## config.mk

```make
export PLATFORM = sky130hd
export DESIGN_NAME = pipe_ctrl_unit
export DESIGN_NICKNAME = d
export VERILOG_FILES = /design/src/rtl/pipe_ctrl_unit_pkg.sv /design/src/rtl/flush_stretch.sv /design/src/rtl/pipe_ctrl_unit.sv
export SDC_FILE = /design/constraint.sdc
export NUM_CORES = 1
export LEC_CHECK = 0
export CAP_MARGIN = 5
export CORE_MARGIN = 2
export CORE_UTILIZATION = 28
export CTS_CLUSTER_SIZE = 28
export DETAILED_ROUTE_END_ITERATION = 7
export GPL_TIMING_DRIVEN = 1
export PLACE_DENSITY = 0.77
export SYNTH_ARGS = -nofsm -noshare
export SYNTH_HDL_FRONTEND = slang
export SYNTH_SLANG_ARGS = --single-unit
```

## constraint.sdc

```tcl
create_clock -name clk -period 1.7 [get_ports clk]
set_clock_uncertainty 0.05 [all_clocks]
set_input_delay 0.34 -clock clk [delete_from_list [all_inputs] [get_ports clk]]
set_output_delay 0.34 -clock clk [all_outputs]
set_load 0.02 [all_outputs]
```

## src/rtl/pipe_ctrl_unit_pkg.sv

```systemverilog
// Shared pipeline control types and constants: boundary indices, per-boundary
// control pair and default tuning values for pipe_ctrl_unit.
package pipe_ctrl_unit_pkg;

  localparam int PIPE_PC    = 0;
  localparam int PIPE_IF_ID = 1;
  localparam int PIPE_ID_EX = 2;
  localparam int PIPE_EX_MA = 3;

  localparam int PIPE_WD_LIMIT_DEF   = 64;
  localparam int PIPE_FLUSH_HOLD_DEF = 1;

  typedef struct packed {
    logic stall;
    logic flush;
  } pipe_ctrl_t;

endpackage

```

## src/rtl/flush_stretch.sv

```systemverilog
// One boundary's flush stretcher: flush is raw request OR a registered tail
// that keeps it asserted for FLUSH_HOLD cycles in total.
module flush_stretch
  import pipe_ctrl_unit_pkg::*;
#(
  parameter int FLUSH_HOLD = PIPE_FLUSH_HOLD_DEF
) (
  input  logic clk,
  input  logic rst_n,
  input  logic raw_flush,
  output logic flush
);

  localparam int HW = $clog2(FLUSH_HOLD + 1);

  logic [HW-1:0] hold_cnt_q, hold_cnt_d;

  // A fresh request always reloads, so back-to-back requests only extend.
  always_comb begin
    hold_cnt_d = hold_cnt_q;
    if (raw_flush)
      hold_cnt_d = HW'(FLUSH_HOLD - 1);
    else if (hold_cnt_q != '0)
      hold_cnt_d = hold_cnt_q - 1'b1;
  end

  always_ff @(posedge clk or negedge rst_n) begin
    if (!rst_n) hold_cnt_q <= '0;
    else        hold_cnt_q <= hold_cnt_d;
  end

  assign flush = raw_flush | (hold_cnt_q != '0);

endmodule

```

## src/rtl/pipe_ctrl_unit.sv

```systemverilog
// Parametrised pipeline stall/flush controller with flush stretch, flush-over-stall
// masking and a stall watchdog. Optional perf counters under PIPE_CTRL_PERF_EN.
module pipe_ctrl_unit
  import pipe_ctrl_unit_pkg::*;
#(
  parameter int NSTAGE           = 4,
  parameter int FLUSH_HOLD       = PIPE_FLUSH_HOLD_DEF,
  parameter int FLUSH_OVER_STALL = 1,
  parameter int WD_LIMIT         = PIPE_WD_LIMIT_DEF
) (
  input  logic                     clk,
  input  logic                     rst_n,
  input  logic [NSTAGE-1:0]        stall_req,
  input  logic [NSTAGE*NSTAGE-1:0] flush_req,
  input  logic                     wd_clr,
  output logic [NSTAGE-1:0]        stall,
  output logic [NSTAGE-1:0]        flush,
  output logic                     wd_trip,
  output logic                     wd_err,
  output logic [31:0]              perf_stall_cnt,
  output logic [31:0]              perf_flush_cnt
);

  logic [NSTAGE-1:0] raw_stall, raw_flush, flush_w;
  pipe_ctrl_t        ctrl [NSTAGE];

  // A requester stalls its own boundary and everything upstream of it.
  always_comb begin
    raw_stall = '0;
    raw_flush = '0;
    for (int b = 0; b < NSTAGE; b++) begin
      for (int r = 0; r < NSTAGE; r++) begin
        if (r >= b) raw_stall[b] = raw_stall[b] | stall_req[r];
        raw_flush[b] = raw_flush[b] | flush_req[r*NSTAGE + b];
      end
    end
  end

  for (genvar b = 0; b < NSTAGE; b++) begin : g_bnd
    flush_stretch #(.FLUSH_HOLD(FLUSH_HOLD)) u_fs (
      .clk       (clk),
      .rst_n     (rst_n),
      .raw_flush (raw_flush[b]),
      .flush     (flush_w[b])
    );
  end

  always_comb begin
    for (int b = 0; b < NSTAGE; b++) begin
      ctrl[b].flush = flush_w[b];
      ctrl[b].stall = (FLUSH_OVER_STALL != 0) ? (raw_stall[b] & ~flush_w[b])
                                              : raw_stall[b];
      stall[b] = ctrl[b].stall;
      flush[b] = ctrl[b].flush;
    end
  end

  if (WD_LIMIT > 0) begin : g_wd
    localparam int WW = (WD_LIMIT > 1) ? $clog2(WD_LIMIT) : 1;

    logic [WW-1:0] wd_cnt_q, wd_cnt_d;
    logic          wd_err_q, wd_err_d;
    logic          trip;

    assign trip = stall[PIPE_PC] & (wd_cnt_q == WW'(WD_LIMIT - 1));

    // Trip takes precedence over a simultaneous clear.
    always_comb begin
      wd_cnt_d = wd_cnt_q + 1'b1;
      if (!stall[PIPE_PC] || trip) wd_cnt_d = '0;
      wd_err_d = wd_err_q;
      if (trip)        wd_err_d = 1'b1;
      else if (wd_clr) wd_err_d = 1'b0;
    end

    always_ff @(posedge clk or negedge rst_n) begin
      if (!rst_n) begin
        wd_cnt_q <= '0;
        wd_err_q <= 1'b0;
      end else begin
        wd_cnt_q <= wd_cnt_d;
        wd_err_q <= wd_err_d;
      end
    end

    assign wd_trip = trip;
    assign wd_err  = wd_err_q;
  end else begin : g_no_wd
    assign wd_trip = 1'b0;
    assign wd_err  = 1'b0;
  end

`ifdef PIPE_CTRL_PERF_EN
  logic [31:0] perf_stall_cnt_q, perf_stall_cnt_d;
  logic [31:0] perf_flush_cnt_q, perf_flush_cnt_d;
  logic        raw_flush0_q, raw_flush0_d;

  always_comb begin
    raw_flush0_d     = raw_flush[PIPE_PC];
    perf_stall_cnt_d = perf_stall_cnt_q;
    perf_flush_cnt_d = perf_flush_cnt_q;
    if (stall[PIPE_PC] && (perf_stall_cnt_q != '1))
      perf_stall_cnt_d = perf_stall_cnt_q + 1'b1;
    if (raw_flush[PIPE_PC] && !raw_flush0_q && (perf_flush_cnt_q != '1))
      perf_flush_cnt_d = perf_flush_cnt_q + 1'b1;
  end

  always_ff @(posedge clk or negedge rst_n) begin
    if (!rst_n) begin
      perf_stall_cnt_q <= '0;
      perf_flush_cnt_q <= '0;
      raw_flush0_q     <= 1'b0;
    end else begin
      perf_stall_cnt_q <= perf_stall_cnt_d;
      perf_flush_cnt_q <= perf_flush_cnt_d;
      raw_flush0_q     <= raw_flush0_d;
    end
  end

  assign perf_stall_cnt = perf_stall_cnt_q;
  assign perf_flush_cnt = perf_flush_cnt_q;
`else
  assign perf_stall_cnt = '0;
  assign perf_flush_cnt = '0;
`endif

endmodule

```

==> results by group, run 1 <==
Finish
  • Most frequent cells in the layout: conb_1, buf_4, buf_6
  • Reg area: 175 sq um
  • Commonest non-fill, non-tap cell in the layout: conb_1
  • Fillcell total: between 300 and 400
  • Share of cells above drive strength 1: approximately 28%
  • N_diodes: 0
  • Layout Utilization: 37.8%
  • Final Net Count: roughly 180
  • P&R area growth vs syn: 28.8%
  • Area occupied by multi-input gates: between 400 and 500 sq um

Route
  • Routed length per instance: about 8.1 um
  • Drc violations: 0
  • Routed Wire Length: 1630 um
  • Initial DRC Count: 4
  • Vias: about 660
  • Post-DRT Antenna Nets: 0
  • First drt pass iteration count: 4
  • Routed vias/inst: 3.27

Clock tree
  • CTS Sinks: 7
  • Root buf cell: clkbuf_4
  • Clock-pin slew on the worst setup and hold paths: 50 ps
  • Worst skew pair latency: roughly 240 ps
  • CTS buffer count: 3
  • H-tree depth: 1
  • Postcts setup bufs: 0
  • Clk buf depth: 2
  • CTS tree: yes

GRT
  • Pin count of the biggest net entering global routing: 8
  • Vias in the first global route: 504
  • GRT Util Overall: between 7 and 8%
  • First-pass GRT wire length: 1910 um
  • Grt ovf: 0
  • Initial antenna violation count: 0

Setup path
  • Cell mode on critical path: buf_6
  • Top cell family by delay on the critical path: simple AND/OR/NAND/NOR gates
  • Worst Setup End Kind: output pin
  • Crit start category: input port
  • Crit-path max cell delay: roughly 530 ps
  • Buffers & Inverters on Critical Path: 2
  • Slowest-stage cell, CP: or4_4
  • Crit path max fanout: 3
  • Data arrival, critical path: ~1500 ps
  • Critical-path cell list: buf_6, or4_4, or2_4, nor2_4, buf_6
  • Reg2Reg Setup Slack: roughly 260 ps
  • Worst Path Required: roughly 1300 ps
  • Crit Path Class: in -> out

STA
  • Final Hold Viols: 0
  • Final min period: 1840 ps
  • Final setup fails: 2
  • Unrepaired setup endpoints after global routing: true
  • Final Max Tran Viols: 0
  • Min setup slack post-route: -143 ps
  • Fmax: between 500 and 600 MHz
  • Final period util: 108%

Logic synthesis
  • Syn avg cell area: around 8.1 sq um
  • Main area contributors after synthesis: buf_4, dfrtp_1, nor2_1, or4_1, xor2_1
  • Seq/Total Area, Yosys: a little under 20%
  • Synth top area share: 57.0%
  • Yosys cell types: 23
  • Post-Syn Instances: ~110
  • Area leader, netlist: buf_4
  • Flops & latches, synth: 7
  • Warnings from Yosys: 0
  • Post-Synthesis Cell Area: approximately 900 sq um

Place
  • Port Buffers: 32
  • Placer Congestion: 0.670
  • DP HPWL: between 1000 and 1500 um

Hold path
  • Worst Hold Class: in -> async

Power
  • Maximum vdd drop: ~0.28 mV
  • Pwr/cell area: between 400 and 500 mW/mm^2
  • Pwr Total: just over 500 uW
  • Lkg Pwr: about 0.64 nW

Floorplan
  • Die X: between 60 and 70 um
  • Die area: about 0.0037 sq mm
  • # IOs: 97
  • Die span in y: just over 60 um
  • # rows: 20
  • Initial Util: 29.3%
  • Core area: 0.00305 sq mm

Run
  • Max Cap Viol: 0

Outcome
  • Failing checks: negative setup slack
  • Status: finished, violations left
## what timing repair did
item / 4_1_cts / 5_1_grt
endpoints found under the setup margin: 15 / 7
hold buffers: 0 / 0
pin swaps: 10 / 7
gates resized for setup: 95 / 4
## power breakdown
group | leakage (nW) | internal [mW] | switching (mW)
Clock | 0.0150 | 0.0890 | 0.0520
Sequential | 0.0976 | 0.168 | 0.000373
Combinational | 0.524 | 0.0504 | 0.156
## final timing paths
| check | end | start | cells after the start |
|---|---|---|---|
| min in group clk | g_wd.wd_cnt_q[0] | g_wd.wd_cnt_q[0] | 2 |
| max reg2reg | g_wd.wd_cnt_q[5] | g_wd.wd_cnt_q[0] | 5 |
| max | wd_trip | flush_req[12] | 5 |
| min | g_wd.wd_cnt_q[3] | rst_n | 1 |
| min reg2reg | g_wd.wd_cnt_q[0] | g_wd.wd_cnt_q[0] | 2 |
| max in group asynchronous | wd_err | rst_n | 1 |
## cell type report
type,instances,share of cell area [%]
repair buffers,48,35.6
multi-input cells,96,41.2
well taps,44,4.77
flip-flops and latches,7,15.2
inverters,3,0.976
clock buffers,4,2.28
## cells by family after synthesis
family                   count (synthesis)  synth area share, %
adder cells (fa/ha/maj)                  1                 1.40
AO/OA/AOI/OAI                            4                 2.93
other                                    1                0.419
XOR/XNOR                                 3                 2.93
flip-flops                               7                 19.6
buffers and inverters                   71                 58.2
AND/OR/NAND/NOR                         24                 14.5
## synthesized netlist by cell type
master,count
nand3_1,2
or3_1,1
nor4_1,1
and2_1,1
and3_1,2
or4_1,3
nor3_1,1
ha_1,1
xor2_1,2
buf_4,68
nor2_1,9
inv_1,2
dfrtp_1,7
a21oi_1,1
inv_2,1
o22ai_1,1
or4_4,1
conb_1,1
xnor2_1,1
a211o_2,1
o21ai_0,1
nand2_1,2
or2_4,1
## layer usage
| layer | vias to the layer above | track usage (%) | share of wire [%] |
|---|---|---|---|
| li1 | 316 | - | - |
| met1 | 287 | 5.98 | 26 |
| met2 | 58 | 15.2 | 56 |
| met3 | 0 | 1.71 | 18 |
| met4 | 0 | 3.73 | 0 |
| met5 | - | 0 | 0 |
## flip-flops by register name, indices dropped and copies added, names as in the netlist
name	cells
wd_err	1
g_wd.wd_cnt_q	6
## stage by stage
step	hold slack (ps)	instance area (sq um)	worst slack, ps	TNS (ps)	instances
5_1_grt	322	1150	-183	-331	202
3_5_place_dp	474	1120	-939	-8530	198
3_3_place_gp	473	1120	-933	-8370	198
4_1_cts	295	1160	-152	-254	202
2_1_floorplan	-5.59	1140	11.8	0	174
6_report	295	1150	-143	-273	202
(Power assumes the default switching activity.)
==> run 2: changes to the inputs <==
--- a/config.mk
+++ b/config.mk
@@ -14,4 +14,5 @@
 export PLACE_DENSITY = 0.77
 export SYNTH_ARGS = -nofsm -noshare
 export SYNTH_HDL_FRONTEND = slang
+export SYNTH_HIERARCHICAL = 1
 export SYNTH_SLANG_ARGS = --single-unit
==> results by group, run 2 <==
Setup path
  • Reg2Reg Setup Slack: 280 ps (+20 ps)
  • Worst Setup End Kind: output pin
  • Crit start category: input port
  • Slowest-stage cell, CP: or4_4
  • Critical-path cell list: buf_6, or4_4, or2_4, nor2_4, buf_6
  • Top cell family by delay on the critical path: simple AND/OR/NAND/NOR gates
  • Levels on crit path: 5 (unchanged)
  • Worst Path Required: 1310 ps (about the same)
  • Crit-path max cell delay: 520 ps (about the same)
  • Reg2Reg Depth: 5 (unchanged)
  • Crit path max fanout: 3 (unchanged)
  • Buffers & Inverters on Critical Path: 2 (unchanged)
  • Cell mode on critical path: buf_6
  • Data arrival, critical path: 1420 ps (-30 ps)
  • Crit Path Class: in -> out

Finish
  • Layout Utilization: 37.3% (-0.49 points)
  • Reg area: 175 sq um (unchanged)
  • Most frequent cells in the layout: conb_1, buf_4, clkdlybuf4s15_1
  • Cell Count, Final, Fillers Out: 200 (-0.99%)
  • P&R area growth vs syn: 26.6%
  • Fillcell total: 332 (unchanged)
  • Share of cells above drive strength 1: 27.6% (-0.92 points)
  • Commonest non-fill, non-tap cell in the layout: conb_1
  • Final Net Count: 181 (-1.1%)
  • Area occupied by multi-input gates: 478 sq um (+0.53%)
  • N_diodes: 0 (unchanged)
  • Max FFs per register: 6 (unchanged)
  • Largest Register: g_wd.wd_cnt_q

Floorplan
  • Initial Util: 29.5% (+0.12 points)
  • Die area: 0.00368 sq mm (+0.38%)
  • Die X: 60.7 um (+0.19%)
  • Core area: 0.00305 sq mm (unchanged)
  • # IOs: 97 (unchanged)
  • # rows: 20 (unchanged)
  • Die span in y: 60.7 um (+0.19%)

Clock tree
  • Worst skew pair latency: 260 ps (+20 ps)
  • CTS buffer count: 3 (unchanged)
  • Root buf cell: clkbuf_4
  • Clk buf depth: 2 (unchanged)
  • CTS tree: yes
  • Hold buffer count at cts: 0 (unchanged)
  • CTS Sinks: 7 (unchanged)
  • Clock-pin slew on the worst setup and hold paths: 60 ps (about the same)
  • H-tree depth: 1 (unchanged)

Run
  • Max Cap Viol: 0 (unchanged)

Route
  • First drt pass iteration count: 2 (-2)
  • Routed vias/inst: 3.32 (+1.3%)
  • Routed length per instance: 7.84 um (-2.8%)
  • Initial DRC Count: 12 (+8)
  • Drc violations: 0 (unchanged)
  • Vias: 663 (+0.30%)
  • Post-DRT Antenna Nets: 0 (unchanged)
  • Routed Wire Length: 1570 um (-3.7%)

Power
  • Pwr Total: 533 uW (+3.4%)
  • Lkg Pwr: 0.619 nW (-2.8%)
  • Maximum vdd drop: 0.140 mV (-50%)
  • Pwr/cell area: 468 mW/mm^2 (+4.8%)

Logic synthesis
  • Top FF cell, synth: dfrtp_1
  • Post-Synthesis Cell Area: 900 sq um (+0.42%)
  • Warnings from Yosys: 6 (+6)
  • Post-synthesis mux area share: 0% (unchanged)
  • Seq/Total Area, Yosys: 19.5% (-0.082 points)
  • Synth cell count leaders: buf_4, nor2_1, dfrtp_1
  • Yosys cell types: 23 (unchanged)
  • Syn avg cell area: 8.18 sq um (+1.3%)
  • XOR/XNOR share of the synthesized area: 2.92% (-0.012 points)
  • Synth top area share: 56.7% (-0.24 points)
  • Post-synthesis compound-gate area fraction: 3.20% (+0.27 points)
  • Main area contributors after synthesis: buf_4, dfrtp_1, nor2_1, or4_1, xor2_1
  • Count leader, synth: buf_4
  • Flops & latches, synth: 7 (unchanged)
  • Ys async rst share: 100% (unchanged)
  • Number of flops mapped to enable cells by yosys: 0 (unchanged)
  • Post-Synth Simple-Gate Area: 15.0% (+0.50 points)
  • Area leader, netlist: buf_4
  • Post-Syn Instances: 110 (-0.90%)
  • Largest family of logic cells by synthesized area: buffers and inverters
  • Synth Area in Adders: 1.39% (-0.0058 points)

STA
  • Final period util: 107% (-1.7 points)
  • Min setup slack post-route: -114 ps (+29.0 ps)
  • Final setup fails: 2 (unchanged)
  • Fmax: 551 MHz (+1.6%)
  • Hold Slack: 294 ps (-1.85 ps)
  • Final min period: 1810 ps (-29.0 ps)
  • Final Max Tran Viols: 0 (unchanged)
  • Final Hold Viols: 0 (unchanged)
  • Unrepaired setup endpoints after global routing: true

Place
  • Placed insts: 195 (-1.5%)
  • Port Buffers: 32 (unchanged)
  • Placer Congestion: 0.823 (+23%)
  • Worst slack, placed: -906 ps (+33.0 ps)
  • DP HPWL: 1370 um (-6.6%)

GRT
  • Pin count of the biggest net entering global routing: 8 (unchanged)
  • GRT Util Overall: 8.46% (+1.2 points)
  • Initial antenna violation count: 0 (unchanged)
  • Grt ovf: 0 (unchanged)
  • Vias in the first global route: 535 (+6.2%)
  • First-pass GRT wire length: 2210 um (+16%)

Hold path
  • Worst Hold Class: in -> async

Outcome
  • Status: finished, violations left
  • Failing checks: negative setup slack
==> run 2: worst paths after layout <==
path                                  start               end
setup / recovery              flush_req[12]           wd_trip
hold / removal                        rst_n  g_wd.wd_cnt_q[5]
setup reg to reg           g_wd.wd_cnt_q[0]  g_wd.wd_cnt_q[3]
hold reg to reg            g_wd.wd_cnt_q[0]  g_wd.wd_cnt_q[0]
max in group asynchronous             rst_n  g_wd.wd_cnt_q[4]
min in group clk           g_wd.wd_cnt_q[0]  g_wd.wd_cnt_q[0]
==> run 2: through the flow <==
stage,area [sq um],setup TNS (ps)
after global placement,1120,-7720
after floorplan,1160,-137
final,1140,-211
after detailed placement,1120,-7820
after CTS,1130,-284
after global routing,1140,-273
==> run 2: final cells by class <==
class | instances | area share [%]
Sequential cell | 7 | 15.4
Multi-Input combinational cell | 96 | 42.0
Tap cell | 44 | 4.84
Inverter | 2 | 0.659
Clock buffer | 4 | 2.31
Timing Repair Buffer | 47 | 34.8
==> run 2: cells by family after synthesis <==
kind of cell / count (synthesis)
xor+xnor: 3
simple gates: 24
buf+inv: 70
compound gates: 4
flops: 7
other cells: 1
fa+ha+maj: 1
==> run 2: routing by layer <==
metal / wire length [um] / vias up / GRT usage [%]
li1: - / 312 / -
met1: 545 / 296 / 8.85
met2: 774 / 51 / 13.8
met3: 214 / 4 / 2.99
met4: 32 / 0 / 6.52
met5: 0 / - / 0
==> run 2: where the power goes <==
part	internal (mW)	switching, mW	leakage, nW
clock	0.0901	0.0696	0.0150
sequential	0.167	0.000361	0.0976
combinational	0.0511	0.154	0.506
==> run 2: what timing repair did <==
item                                    4_1_cts  5_1_grt
resized for setup                            81        5
endpoints found under the setup margin        9        4
setup buffers                                 1        0
pin swaps                                     9        5
hold endpoints to repair                      0        0
